`src/rtl/vpu_pkg.sv`:
```
// ============================================================================
// Package  : vpu_pkg
// Brief    : Shared video-pipeline constants, FSM encoding and helpers.
// Revision : 1.0 - initial release
// ============================================================================
`default_nettype none

package vpu_pkg;

    localparam int c_h_max       = 640;
    localparam int c_v_max       = 480;
    localparam int c_scale_log2  = 2;
    localparam int c_color_w     = 9;
    localparam int c_addr_w      = 15;
    localparam int c_buf_depth   = 4;

    typedef enum logic [1:0] {
        ST_IDLE  = 2'd0,
        ST_RUN   = 2'd1,
        ST_FLUSH = 2'd2
    } bg_state_t;

    // Constant multiply built from shifted partial sums of the set bits of k.
    function automatic logic [c_addr_w-1:0] mul_const(
        input logic [c_addr_w-1:0] a,
        input int unsigned         k
    );
        logic [c_addr_w-1:0] acc;
        acc = '0;
        for (int i = 0; i < 16; i++) begin
            if (k[i]) begin
                acc = acc + (a << i);
            end
        end
        return acc;
    endfunction

endpackage

`default_nettype wire

```
`src/rtl/bg_skid_buffer.sv`:
```
// ============================================================================
// Module   : bg_skid_buffer
// Brief    : Four-entry FIFO holding returned background samples until the
//            downstream FIFO accepts them. Overflow is prevented upstream.
// Revision : 1.0 - initial release
// ============================================================================
`default_nettype none

module bg_skid_buffer
    import vpu_pkg::*;
#(
    parameter int WIDTH = 10
) (
    input  logic             clk,
    input  logic             rst_n,
    input  logic             clear,
    input  logic             push,
    input  logic [WIDTH-1:0] push_data,
    input  logic             pop,
    output logic             empty,
    output logic [WIDTH-1:0] head_data
);

    logic [WIDTH-1:0] r_mem [0:c_buf_depth-1];
    logic [1:0]       r_wr_ptr;
    logic [1:0]       r_rd_ptr;
    logic [2:0]       r_count;

    always_ff @(posedge clk or negedge rst_n) begin
        if (!rst_n) begin
            r_wr_ptr <= 2'd0;
            r_rd_ptr <= 2'd0;
            r_count  <= 3'd0;
            for (int i = 0; i < c_buf_depth; i++) begin
                r_mem[i] <= '0;
            end
        end else if (clear) begin
            r_wr_ptr <= 2'd0;
            r_rd_ptr <= 2'd0;
            r_count  <= 3'd0;
        end else begin
            if (push) begin
                r_mem[r_wr_ptr] <= push_data;
                r_wr_ptr        <= r_wr_ptr + 2'd1;
            end
            if (pop) begin
                r_rd_ptr <= r_rd_ptr + 2'd1;
            end
            case ({push, pop})
                2'b10:   r_count <= r_count + 3'd1;
                2'b01:   r_count <= r_count - 3'd1;
                default: r_count <= r_count;
            endcase
        end
    end

    assign empty     = (r_count == 3'd0);
    assign head_data = r_mem[r_rd_ptr];

endmodule

`default_nettype wire

```
`src/rtl/bg_fifo_writer.sv`:
```
// ============================================================================
// Module   : bg_fifo_writer
// Brief    : Walks the frame in raster order, reads the scaled background
//            memory and streams samples into the background FIFO, using a
//            credit scheme so in-flight plus buffered samples never exceed 4.
// Options  : BG_SCROLL_EN adds scroll_col / scroll_row frame offsets.
// Revision : 1.0 - initial release
// ============================================================================
`default_nettype none

module bg_fifo_writer
    import vpu_pkg::*;
#(
    parameter int H_MAX      = c_h_max,
    parameter int V_MAX      = c_v_max,
    parameter int SCALE_LOG2 = c_scale_log2,
    parameter int COLOR_W    = c_color_w
) (
    input  logic               clk,
    input  logic               rst_n,
    input  logic               enable,
    input  logic               frame_sync,
    output logic [14:0]        mem_addr,
    input  logic [COLOR_W-1:0] mem_rddata,
    input  logic               bg_fifo_full,
    output logic               bg_fifo_wrreq,
    output logic [COLOR_W-1:0] bg_fifo_data,
    output logic               frame_done
`ifdef BG_SCROLL_EN
    ,
    input  logic [7:0]         scroll_col,
    input  logic [6:0]         scroll_row
`endif
);

    localparam int c_x_w = $clog2(H_MAX);
    localparam int c_y_w = $clog2(V_MAX);
    localparam logic [c_x_w-1:0] c_x_last = c_x_w'(H_MAX - 1);
    localparam logic [c_y_w-1:0] c_y_last = c_y_w'(V_MAX - 1);

    bg_state_t r_state;
    bg_state_t w_state_next;

    logic [c_x_w-1:0]    r_x;
    logic [c_y_w-1:0]    r_y;
    logic [c_addr_w-1:0] r_mem_addr;
    logic [2:0]          r_vld;
    logic [2:0]          r_last;
    logic [2:0]          r_credits;

    logic                w_issue;
    logic                w_pop;
    logic                w_last_px;
    logic                w_buf_empty;
    logic [COLOR_W:0]    w_buf_head;
    logic [c_addr_w-1:0] w_col;
    logic [c_addr_w-1:0] w_row;
    logic [c_addr_w-1:0] w_addr_next;

`ifdef BG_SCROLL_EN
    localparam logic [c_addr_w-1:0] c_cols_a = c_addr_w'(H_MAX >> SCALE_LOG2);
    localparam logic [c_addr_w-1:0] c_rows_a = c_addr_w'(V_MAX >> SCALE_LOG2);

    logic [7:0]          r_scroll_col;
    logic [6:0]          r_scroll_row;
    logic [c_addr_w-1:0] w_col_sum;
    logic [c_addr_w-1:0] w_row_sum;

    // Offsets are latched only between frames so a frame never tears.
    always_ff @(posedge clk or negedge rst_n) begin
        if (!rst_n) begin
            r_scroll_col <= 8'd0;
            r_scroll_row <= 7'd0;
        end else if ((r_state != ST_RUN) || (w_issue && w_last_px)) begin
            r_scroll_col <= scroll_col;
            r_scroll_row <= scroll_row;
        end
    end

    // Offsets are expected within one wrap of the block grid.
    assign w_col_sum = c_addr_w'(r_x >> SCALE_LOG2) + c_addr_w'(r_scroll_col);
    assign w_row_sum = c_addr_w'(r_y >> SCALE_LOG2) + c_addr_w'(r_scroll_row);
    assign w_col     = (w_col_sum >= c_cols_a) ? (w_col_sum - c_cols_a) : w_col_sum;
    assign w_row     = (w_row_sum >= c_rows_a) ? (w_row_sum - c_rows_a) : w_row_sum;
`else
    assign w_col = c_addr_w'(r_x >> SCALE_LOG2);
    assign w_row = c_addr_w'(r_y >> SCALE_LOG2);
`endif

    assign w_addr_next = mul_const(w_row, H_MAX >> SCALE_LOG2) + w_col;
    assign w_last_px   = (r_x == c_x_last) && (r_y == c_y_last);

    // A pop this cycle frees a credit in time for a same-cycle issue.
    assign w_pop   = !w_buf_empty && !bg_fifo_full && !frame_sync;
    assign w_issue = (r_state == ST_RUN) && enable && !frame_sync &&
                     ((r_credits < 3'd4) || w_pop);

    always_ff @(posedge clk or negedge rst_n) begin
        if (!rst_n) begin
            r_state <= ST_IDLE;
        end else begin
            r_state <= w_state_next;
        end
    end

    always_comb begin
        w_state_next = r_state;
        case (r_state)
            ST_IDLE: begin
                if (frame_sync) begin
                    w_state_next = ST_FLUSH;
                end else if (enable) begin
                    w_state_next = ST_RUN;
                end
            end
            ST_RUN: begin
                if (frame_sync) begin
                    w_state_next = ST_FLUSH;
                end
            end
            ST_FLUSH: begin
                if (!frame_sync && (r_vld == 3'd0)) begin
                    w_state_next = ST_RUN;
                end
            end
            default: w_state_next = ST_IDLE;
        endcase
    end

    // r_vld/r_last track each read through the two-cycle memory latency.
    always_ff @(posedge clk or negedge rst_n) begin
        if (!rst_n) begin
            r_x        <= '0;
            r_y        <= '0;
            r_mem_addr <= '0;
            r_vld      <= 3'd0;
            r_last     <= 3'd0;
            r_credits  <= 3'd0;
        end else if (frame_sync) begin
            r_x       <= '0;
            r_y       <= '0;
            r_vld     <= 3'd0;
            r_last    <= 3'd0;
            r_credits <= 3'd0;
        end else begin
            r_vld  <= {r_vld[1:0], w_issue};
            r_last <= {r_last[1:0], w_issue && w_last_px};
            if (w_issue) begin
                r_mem_addr <= w_addr_next;
                if (r_x == c_x_last) begin
                    r_x <= '0;
                    r_y <= (r_y == c_y_last) ? '0 : r_y + 1'b1;
                end else begin
                    r_x <= r_x + 1'b1;
                end
            end
            case ({w_issue, w_pop})
                2'b10:   r_credits <= r_credits + 3'd1;
                2'b01:   r_credits <= r_credits - 3'd1;
                default: r_credits <= r_credits;
            endcase
        end
    end

    bg_skid_buffer #(
        .WIDTH (COLOR_W + 1)
    ) u_skid (
        .clk       (clk),
        .rst_n     (rst_n),
        .clear     (frame_sync),
        .push      (r_vld[2]),
        .push_data ({r_last[2], mem_rddata}),
        .pop       (w_pop),
        .empty     (w_buf_empty),
        .head_data (w_buf_head)
    );

    assign mem_addr      = r_mem_addr;
    assign bg_fifo_wrreq = w_pop;
    assign bg_fifo_data  = w_buf_head[COLOR_W-1:0];
    assign frame_done    = w_pop && w_buf_head[COLOR_W];

endmodule

`default_nettype wire
```
`config.mk`:
```
export PLATFORM = sky130hd
export DESIGN_NAME = bg_fifo_writer
export DESIGN_NICKNAME = d
export VERILOG_FILES = /design/src/rtl/vpu_pkg.sv /design/src/rtl/bg_skid_buffer.sv /design/src/rtl/bg_fifo_writer.sv
export SDC_FILE = /design/constraint.sdc
export NUM_CORES = 1
export LEC_CHECK = 0
export CAP_MARGIN = 40
export CORE_MARGIN = 5
export CORE_UTILIZATION = 45
export CTS_CLUSTER_DIAMETER = 120
export DETAILED_ROUTE_END_ITERATION = 6
export MAX_ROUTING_LAYER = met4
export PLACE_DENSITY = 0.63
export SYNTH_ARGS = -nofsm -noshare
export SYNTH_HDL_FRONTEND = slang
export SYNTH_SLANG_ARGS = --single-unit
```
`constraint.sdc`:
```
create_clock -name clk -period 3.3 [get_ports clk]
set_clock_uncertainty 0.2 [all_clocks]
set_input_delay 0.66 -clock clk [delete_from_list [all_inputs] [get_ports clk]]
set_output_delay 0.66 -clock clk [all_outputs]
set_load 0.005 [all_outputs]
```
==> flow_summary.yaml <==
status:
  status: "finished clean"
drt:
  ant_nets: 0
  wire_per_inst_um: 16.0
  dr.pass1.iters: 4
  viasPerCell: 5.62
  wl_um: 9640
  vias: 3378
  drt-initial-drc-count: 192
  route.detailed.drc: 0
grt:
  grt_pass1_wl_um: 16900
  grt_max_degree: 48
  grt_remaining_overflow: 0
  grt_antenna_before_repair: 0
  grt_pass1_vias: 3445
  track_usage_pct: 16.6
cts:
  htree_levels: 3
  clockRootBuffer: "clkbuf_8"
  cts.sinks: 92
  hold_buffers: 0
  cts_setup_buffers: 0
  clkTransAtPathRegs_ns: 0.10
  cts_tree: "built"
  cts_inserted_buffers: 9
  clock_path_buffers: 2
  clock_latency_ns: 0.35
  cts-resized-gates: 0
floorplan:
  ios: 40
  row_count: 37
  die_w_um: 113
  die_area_um2: 12700
  die_height_um: 113
  start_util_pct: 46.1
  design.core.area_um2: 10300
placement:
  gp_congestion: 0.814
  dpl-instance-area_um2: 5340
  hpwl_um: 6670
  port_buffers: 39
final_layout:
  final_area_um2: 5520
  layout_commonest_cell: "dfrtp_1"
  fin_util_pct: 53.5
  nets: 497
  drive_gt1_share_pct: 19.4
  layout_common_cells: "92 x dfrtp_1, 42 x mux2_2, 41 x nand2_1"
  syn2layout_area_growth_pct: 16.1
  diodes: 0
synthesis:
  postSynthAreaPerCell_um2: 11.5
  synth.yosys.seq_area_share_pct: 48.4
  netlist_area_um2: 4750
  synthArstFlopShare_pct: 100
  syn-num-nets: 449
  ys_seq_elements: 92
  netlist_instances: 412
  synth_edf_count: 0
  yosysUniqueCellTypes: 60
  yosys_warnings: 0
  ys.flop_type: "dfrtp_1"
critical_path:
  crit_start: "u_skid.r_rd_ptr[0]"
  worstSetupEndpointType: "primary output"
  cp_num_buf_inv: 2
  crit_path_max_fanout: 9
  crit_end: "bg_fifo_data[0]"
  reg2regPathDepth: 7
  required_ns: 2.44
  r2r_slack_ns: 0.64
  crit_family: "buffers and inverters"
  crit_path_max_incr_delay_ns: 0.53
  start_kind: "flip-flop"
  path_cells: "buf_4 -> mux4_2 -> clkdlybuf4s50_1"
  path_depth: 3
  slowest_stage: "mux4_2"
  cp.arrival_ns: 2.06
  r2r-end: "u_skid.r_count[2]"
  crit_type: "flip-flop to primary output"
  worstReg2RegStart: "u_skid.r_count[1]"
timing:
  setup_tns_ns: 0
  hold_viol_final: 0
  setup_viol: 0
  fmax_ghz: 0.342
  rsz0062_at_grt: "no"
  maxSlewHeadroom_pct: 59.4
  final_max_slew_viol_count: 0
  worst_slew_pin_slew_ns: 0.609
  period_share_pct: 88.6
  min_period_ns: 2.92
min_path:
  hold_path.class: "input port to async pin"
power_and_ir_drop:
  ir_drop_mv: 0.178
  total_power_mw: 2.30
  p_leak_nw: 2.52
  p_per_area_nw_per_um2: 417
job:
  maxCapViolations: 0
state kept, by name, summed over array words and instances (netlist names):
name             cells
u_skid.r_wr_ptr      2
r_last               3
u_skid.r_rd_ptr      2
r_state              2
r_credits            3
r_y                  9
r_x                 10
u_skid.r_count       3
u_skid.r_mem        40
r_vld                3
mem_addr            15
cell usage after synthesis, types with 5 or more instances:
cell      instances  area share (%)
dfrtp_1          92              48
mux2_2           42             9.9
nand2_1          41             3.2
o21ai_0          20             2.1
ha_1             19             5.0
nor2_1           18             1.4
inv_1            17             1.3
a21oi_1          14             1.5
nand3_1          12             1.3
nor3_1           11             1.2
mux4_2           10             4.7
clkbuf_1          6            0.47
nand4_1           6            0.79
nor2b_1           6            0.79
o211ai_1          6            0.95
o21a_1            6            0.95
or3_1             6            0.79
buf_2             5            0.53
or4_1             5            0.79
per-stage QoR:
stage	setup WS, ns	std cells	hold slack (ns)
3_3_place_gp	0.383	585	0.258
6_report	0.378	601	0.109
2_1_floorplan	0.568	412	0.164
5_1_grt	0.241	601	0.146
4_1_cts	0.324	601	0.118
3_5_place_dp	0.323	585	0.259
worst register-to-register path, cell delays in order (launching register included):
cell and delay (ns):
dfrtp_1 0.45, or3_1 0.47, nand2_1 0.18, nor3_1 0.08, fa_1 0.40, or4_1 0.52, a21o_1 0.18, a21oi_1 0.13
worst min-delay path by stage:
stage / from / to / slack (ns) / cells after the start
4_1_cts: rst_n / u_skid.r_mem[36] / 0.12 / 1
3_5_place_dp: r_last[1] / r_last[2] / 0.26 / 1
6_report: rst_n / u_skid.r_mem[36] / 0.11 / 1
3_3_place_gp: r_last[1] / r_last[2] / 0.26 / 1
5_1_grt: rst_n / u_skid.r_mem[36] / 0.15 / 1
2_1_floorplan: rst_n / mem_addr[0] / 0.16 / 0
metal layers:
| layer | routed length [um] | GRT usage [%] | vias to the layer above |
|---|---|---|---|
| li1 | - | - | 1622 |
| met1 | 4490 | 21.9 | 1701 |
| met2 | 4760 | 26.8 | 44 |
| met3 | 289 | 2.51 | 11 |
| met4 | 101 | 4.81 | 0 |
| met5 | 0 | - | - |
where the power goes:
| part | total (mW) | switching (mW) | leakage (nW) | internal [mW] |
|---|---|---|---|---|
| clock | 0.720 | 0.420 | 0.0893 | 0.300 |
| combinational | 0.349 | 0.167 | 1.16 | 0.182 |
| sequential | 1.23 | 0.0501 | 1.27 | 1.18 |
| total | 2.30 | 0.637 | 2.52 | 1.66 |
cells by family (layout without fill, tap and decap cells):
group | Yosys count | after routing | share of synthesized area (%)
adders and majority gates | 23 | 23 | 6.68
xor gates and xnor gates | 6 | 6 | 1.11
AOI/OAI and AO/OA | 77 | 77 | 11.0
buffers and inverters | 31 | 84 | 2.89
DFF | 92 | 92 | 48.4
muxes | 56 | 56 | 15.5
and+or+nand+nor | 127 | 127 | 14.3
cell type report:
type	count	area, um2
Multi-Input combinational cell	289	2310
Clock inverter	6	46.3
Tap cell	136	170
Inverter	18	67.6
Fill cell	913	4800
Sequential cell	92	2300
Clock buffer	10	138
Timing Repair Buffer	50	483
Power figures use the tool's default switching activity.
